`src/rtl/ex_muldiv.sv`:
```
// Execute-stage multiply/divide unit; owns the HI/LO pair.
// Single-cycle multiply, 32-step restoring divide, MTHI/MTLO writes.
module ex_muldiv #(
  parameter logic [63:0] HILO_RESET = 64'h0,
  parameter int          DIV_ITER   = 32
) (
  input  logic        clk,
  input  logic        rst,
  input  logic        op_valid,
  input  logic [2:0]  op,
  input  logic [31:0] src_a,
  input  logic [31:0] src_b,
  input  logic        hold,
  input  logic        flush,
  output logic        stall,
  output logic [63:0] hilo
);

  typedef enum logic [2:0] {
    IDLE, MUL, DIV, FIX, DONE
  } state_t;

  localparam logic [2:0] OP_MULT  = 3'd1;
  localparam logic [2:0] OP_MULTU = 3'd2;
  localparam logic [2:0] OP_DIV   = 3'd3;
  localparam logic [2:0] OP_DIVU  = 3'd4;
  localparam logic [2:0] OP_MTHI  = 3'd5;
  localparam logic [2:0] OP_MTLO  = 3'd6;
  localparam logic [4:0] LAST     = 5'(DIV_ITER - 1);

  state_t      state, state_n;
  logic [31:0] hi, lo;
  logic [31:0] a_q, b_q;
  logic [31:0] rem_q, quo_q;
  logic        sgn_q;
  logic [4:0]  cnt_q;

  logic        is_mul, is_div, issue;
  logic        sgn_in;
  logic [31:0] a_mag_in;
  logic        a_neg, b_neg;
  logic [31:0] b_mag;
  logic [63:0] mul_a, mul_b, prod;
  logic [32:0] shifted;
  logic        ge;
  logic [31:0] rem_n, quo_n;
  logic [31:0] q_fix, r_fix;

  assign hilo   = {hi, lo};
  assign is_mul = (op == OP_MULT) || (op == OP_MULTU);
  assign is_div = (op == OP_DIV) || (op == OP_DIVU);
  assign issue  = op_valid && !flush && (state == IDLE)
                  && (is_mul || is_div);
  assign stall  = issue || (state == MUL) || (state == DIV)
                  || (state == FIX);

  // Signedness only matters for MULT/DIV; latched at issue.
  assign sgn_in   = (op == OP_MULT) || (op == OP_DIV);
  assign a_mag_in = (op == OP_DIV && src_a[31]) ? -src_a : src_a;

  assign a_neg = sgn_q && a_q[31];
  assign b_neg = sgn_q && b_q[31];
  assign b_mag = b_neg ? -b_q : b_q;

  // Low 64 bits of the extended product equal the signed/unsigned result.
  assign mul_a = {{32{a_neg}}, a_q};
  assign mul_b = {{32{b_neg}}, b_q};
  assign prod  = mul_a * mul_b;

  assign shifted = {rem_q, quo_q[31]};
  assign ge      = shifted >= {1'b0, b_mag};
  assign rem_n   = ge ? 32'(shifted - {1'b0, b_mag}) : shifted[31:0];
  assign quo_n   = {quo_q[30:0], ge};

  assign q_fix = (a_neg ^ b_neg) ? -quo_q : quo_q;
  assign r_fix = a_neg ? -rem_q : rem_q;

  always_comb begin
    state_n = state;
    unique case (state)
      IDLE: if (issue) state_n = is_mul ? MUL : DIV;
      MUL:  state_n = DONE;
      DIV:  if (cnt_q == LAST) state_n = FIX;
      FIX:  state_n = DONE;
      DONE: if (!hold) state_n = IDLE;
      default: state_n = IDLE;
    endcase
    if (flush) state_n = IDLE;
  end

  always_ff @(posedge clk) begin
    if (rst) begin
      state <= IDLE;
      hi    <= HILO_RESET[63:32];
      lo    <= HILO_RESET[31:0];
      a_q   <= '0;
      b_q   <= '0;
      rem_q <= '0;
      quo_q <= '0;
      sgn_q <= 1'b0;
      cnt_q <= '0;
    end else begin
      state <= state_n;
      if (!flush) begin
        unique case (state)
          IDLE: begin
            if (issue) begin
              a_q   <= src_a;
              b_q   <= src_b;
              sgn_q <= sgn_in;
              cnt_q <= '0;
              rem_q <= '0;
              quo_q <= a_mag_in;
            end else if (op_valid && op == OP_MTHI) begin
              hi <= src_a;
            end else if (op_valid && op == OP_MTLO) begin
              lo <= src_a;
            end
          end
          MUL: {hi, lo} <= prod;
          DIV: begin
            rem_q <= rem_n;
            quo_q <= quo_n;
            cnt_q <= cnt_q + 5'd1;
          end
          FIX: begin
            if (b_q == '0) begin
              hi <= a_q;
              lo <= 32'hFFFF_FFFF;
            end else begin
              hi <= r_fix;
              lo <= q_fix;
            end
          end
          default: ;
        endcase
      end
    end
  end

endmodule

```
`config.mk`:
```
export PLATFORM = sky130hd
export DESIGN_NAME = ex_muldiv
export DESIGN_NICKNAME = d
export VERILOG_FILES = /design/src/rtl/ex_muldiv.sv
export SDC_FILE = /design/constraint.sdc
export NUM_CORES = 2
export LEC_CHECK = 0
export ABC_AREA = 1
export CORE_ASPECT_RATIO = 1.5
export CORE_UTILIZATION = 40
export DETAILED_ROUTE_END_ITERATION = 10
export MAX_ROUTING_LAYER = met4
export PLACE_DENSITY = 0.58
export SLEW_MARGIN = 0
export SYNTH_ARGS = -nofsm -noshare
export SYNTH_HDL_FRONTEND = slang
export SYNTH_SLANG_ARGS = --single-unit
export TNS_END_PERCENT = 5
```
`constraint.sdc`:
```
create_clock -name clk -period 8.2 [get_ports clk]
set_clock_uncertainty 0.15 [all_clocks]
set_input_delay 0.82 -clock clk [delete_from_list [all_inputs] [get_ports clk]]
set_output_delay 0.82 -clock clk [all_outputs]
set_load 0.01 [all_outputs]
```
==> flow_summary_export.csv <==
group,metric,value,unit
run_status,run_status,"completed",
routing,drt_initial_violations,4005,
pwr,report.power.total,0.00447,W
timing,maxClockFrequency,126,MHz
timing,rsz0062_at_grt,"yes",
worst_hold_path,timing.hold.worst.start,"quo_q[25]",
cts,cts_max_level,1,
setup_path,cp-end-kind,"flip-flop",
setup_path,worst_ep_required_time,8.58,ns
die,die_w,308,um
setup_path,cp.arrival,8.31,ns
placed_design,detailedPlace.worstSlack,-0.116,ns
layout,stdcell_area,61500,um2
routing,drt_pre_antenna_iters,7,
timing,worst_slew_margin_rel,0.202,
placed_design,routabilityCongestion,1.06,
timing,timing.final.crit_share,0.967,
synth,ys_ff_latch,201,
die,fp.dieArea,142000,um2
routing,via_density_per_instance,5.32,
setup_path,r2r-end,"hi[6]",
timing,final_hold_violation_count,0,
timing,total_of_endpoints_with_negative_setup_slack_in_the_final_report,0,
synth,post_synth_main_area_contributors,"sky130_fd_sc_hd__fa_1 (40%), sky130_fd_sc_hd__nand2_1 (14%), sky130_fd_sc_hd__inv_1 (13%)",
placed_design,io_buffers,136,
layout,finalCoreUtilization,0.444,
global_route,grt.total_usage,0.353,
run,max-cap-violations,0,
global_route,first_global_vias,54854,
cts,clock_latency,0.63,ns
die,fp.coreArea,139000,um2
pwr,leakage,33.6,nW
timing,timing.final.ws_setup,0.269,ns
worst_hold_path,worst_hold_path.endpoint,"quo_q[25]",
synth,asyncSetResetFlopFracSynth,0,
die,boundaryPins,137,
synth,mappedNetlistNets,9274,
layout,synthToLayoutAreaGrowth,9.89,%
synth,syn_avg_cell_area,7.16,um2
cts,worst_setup_hold_path_clk_slew,0.08,ns
timing,finalMaxSlewViolations,0,
cts,clock_tree.buffer_depth,3,
synth,synth_top_cell_area_share,0.402,
synth,synth_edf_count,0,
pwr,vdd_ir_drop_max,138,uV
timing,final.min_clock_period,7.93,ns
cts,cts_buffers,25,
timing,tightestPinTransition,1.20,ns
synth,yosys_most_used_dff,"sky130_fd_sc_hd__dfxtp_1",
setup_path,critical_path.reg2reg.startpoint,"a_q[4]",
global_route,grt_antenna_before_repair,21,
synth,synthesis.instances,7826,
placed_design,dpl_cell_area,60600,um2
layout,nets,9335,
synth,mappedNetlistArea,56000,um2
synth,yosys.cell_types.count,58,
layout,drive_gt1_frac,0.0565,
synth,synth-seq-area-share,0.0718,
global_route,grt_max_degree,65,
cts,cts_tree,"yes",
global_route,grt_first_pass_wirelength,351,mm
routing,remaining_drc_errors,0,
setup_path,crit_type,"reg -> reg",
cts,clockRootBuffer,"sky130_fd_sc_hd__clkbuf_16",
worst_hold_path,holdCritPathClass,"reg -> reg",
routing,postRouteAntennaNets,0,
setup_path,worst-path-max-fanout,9,
routing,routed_wire_length,239,mm
global_route,remaining_global_route_overflow,0,
synth,yosys.area.top_type,"sky130_fd_sc_hd__fa_1",
die,rows,167,
routing,dr_total_vias,52067,
layout,fillers,14365,
setup_path,worst_r2r_path_depth,27,
synth,yosys_warnings,0,
pwr,power.density_cell_area,72.6,nW/um2
cts,clock_sink_count,201,
setup_path,regToRegSetupSlack,0.27,ns
setup_path,timing.critical_path.from_type,"flip-flop",
timing,timing.setup.tns,0,ns
placed_design,detailed_place_hpwl,196,mm
worst_hold_path,whs_path_depth,2,
die,initial_cell_density_of_the_core,0.404,
die,die-height,460,um
routing,mean_routed_wirelength_per_cell,24.5,um
-- final cells by class --
type	count	area, um2	area share
Antenna cell	16	40.0	0.000651
Tap cell	1859	2330	0.0378
Sequential cell	201	4050	0.0657
Multi-Input combinational cell	5229	42800	0.695
Clock buffer	32	722	0.0117
Inverter	2023	7620	0.124
Clock inverter	13	120	0.00195
Timing Repair Buffer	407	3900	0.0634
-- synthesized netlist by cell type (3+ instances only) --
cell / number
sky130_fd_sc_hd__o31ai_1: 5
sky130_fd_sc_hd__o211ai_2: 13
sky130_fd_sc_hd__xnor2_1: 19
sky130_fd_sc_hd__nand3_2: 9
sky130_fd_sc_hd__o221ai_1: 3
sky130_fd_sc_hd__o21bai_1: 20
sky130_fd_sc_hd__nand2_2: 13
sky130_fd_sc_hd__nor2_8: 3
sky130_fd_sc_hd__clkinv_2: 4
sky130_fd_sc_hd__dfxtp_1: 201
sky130_fd_sc_hd__xor2_1: 62
sky130_fd_sc_hd__nor2_2: 11
sky130_fd_sc_hd__inv_1: 1997
sky130_fd_sc_hd__fa_1: 1126
sky130_fd_sc_hd__inv_6: 3
sky130_fd_sc_hd__o21a_1: 16
sky130_fd_sc_hd__and2_1: 4
sky130_fd_sc_hd__nand2_1: 2117
sky130_fd_sc_hd__nor3_1: 36
sky130_fd_sc_hd__or2_2: 12
sky130_fd_sc_hd__nor4_1: 8
sky130_fd_sc_hd__a31oi_1: 18
sky130_fd_sc_hd__ha_1: 250
sky130_fd_sc_hd__o211ai_1: 21
sky130_fd_sc_hd__nor2_4: 7
sky130_fd_sc_hd__o21ai_0: 209
sky130_fd_sc_hd__nand3_1: 331
sky130_fd_sc_hd__nor2_1: 475
sky130_fd_sc_hd__a21oi_1: 305
sky130_fd_sc_hd__a21oi_2: 4
sky130_fd_sc_hd__inv_2: 17
sky130_fd_sc_hd__nand2_4: 5
sky130_fd_sc_hd__o21ai_1: 37
sky130_fd_sc_hd__buf_2: 43
sky130_fd_sc_hd__buf_6: 23
sky130_fd_sc_hd__nand4_1: 55
sky130_fd_sc_hd__buf_1: 27
sky130_fd_sc_hd__clkbuf_1: 279
sky130_fd_sc_hd__nand3b_1: 16
-- power breakdown --
group	switching, W	internal [W]
Sequential	0.0000874	0.00102
Clock	0.000580	0.000659
Combinational	0.00145	0.000671
Total	0.00212	0.00235
-- metal layers --
layer  global-route usage  wire [um]  vias to the layer above
li1                     -          -                    22878
met1                0.376      83400                    26013
met2                0.603     119000                     2327
met3               0.0433      15300                      849
met4                0.262      21800                        0
met5                    -          0                        -
-- cell usage in the layout (no fill, tap or decap), drive strengths merged, types with 2 or more instances in the layout --
master and instances:
o21bai 21, a31oi 18, o21a 16, nand2 2135, a41oi 3, and2 5, o21ai 247, buf 272
clkbuf 32, clkinvlp 3, xnor2 19, nand4 56, clkdlybuf4s50 135, nor4 8, ha 250, nand3b 16
xor2 62, inv 2022, o31ai 5, o211ai 34, a21oi 310, o221ai 3, nor3 36, and3 2
fa 1126, diode 16, clkinv 10, nor2 496, dfxtp 201, nand3 341, or2 15
-- flip-flops by register name, indices dropped and copies added (netlist names), 3 cells and up --
name and count:
quo_q 32, lo 32, hi 32, rem_q 32, cnt_q 5, a_q 32, b_q 32, state 3
-- metrics by stage --
stage,instances,hold WS [ns]
final,9780,0.328
after floorplan,7826,0.295
after global placement,9719,0.315
after global routing,9778,0.361
after CTS,9764,0.322
after detailed placement,9719,0.310
-- cells by family (layout without fill, tap and decap cells) --
| kind of cell | count (synthesis) | after routing | share of synthesized area |
|---|---|---|---|
| AND/OR/NAND/NOR | 3111 | 3111 | 0.227 |
| other | 0 | 16 | 0 |
| buffers and inverters | 2396 | 2475 | 0.165 |
| XOR/XNOR | 81 | 81 | 0.0127 |
| flip-flops | 201 | 201 | 0.0718 |
| adder cells (fa/ha/maj) | 1376 | 1376 | 0.458 |
| AO/OA/AOI/OAI | 661 | 661 | 0.0654 |
-- worst max path at each step --
stage	start	to	cells past startpoint
after detailed placement	a_q[9]	hi[6]	27
after CTS	a_q[24]	hi[6]	27
after global placement	a_q[9]	hi[6]	27
after floorplan	a_q[31]	hi[29]	33
after global routing	b_q[10]	lo[28]	27
final	a_q[4]	hi[6]	27
-- critical path, cell delays in order (launching register included) --
cell                      delay (ns)
sky130_fd_sc_hd__dfxtp_1        0.79
sky130_fd_sc_hd__buf_4          0.42
sky130_fd_sc_hd__nand2_1        0.10
sky130_fd_sc_hd__inv_1          0.10
sky130_fd_sc_hd__fa_1           0.43
sky130_fd_sc_hd__fa_1           0.46
sky130_fd_sc_hd__fa_1           0.53
sky130_fd_sc_hd__fa_1           0.45
sky130_fd_sc_hd__fa_1           0.55
sky130_fd_sc_hd__fa_1           0.46
sky130_fd_sc_hd__fa_1           0.51
sky130_fd_sc_hd__inv_1          0.06
sky130_fd_sc_hd__fa_1           0.49
sky130_fd_sc_hd__inv_1          0.05
sky130_fd_sc_hd__ha_1           0.35
sky130_fd_sc_hd__nand2_1        0.16
sky130_fd_sc_hd__nor2_1         0.32
sky130_fd_sc_hd__inv_1          0.06
sky130_fd_sc_hd__o21ai_0        0.45
sky130_fd_sc_hd__inv_1          0.07
sky130_fd_sc_hd__o21ai_0        0.20
sky130_fd_sc_hd__inv_1          0.14
sky130_fd_sc_hd__nand3_1        0.10
sky130_fd_sc_hd__nand2_1        0.05
sky130_fd_sc_hd__nand3_1        0.16
sky130_fd_sc_hd__nand3_1        0.10
sky130_fd_sc_hd__nand2_1        0.07
sky130_fd_sc_hd__inv_1          0.03
-- what timing repair did --
| action | 4_1_cts | 5_1_grt |
|---|---|---|
| endpoints found under the setup margin | 1 | 12 |
| buffers inserted | 0 | 0 |
| endpoints found under the hold margin | 0 | 0 |
| hold buffers | 0 | 0 |
| resized for setup | 1 | 16 |
Note: power is estimated with default switching activity, not from simulation.
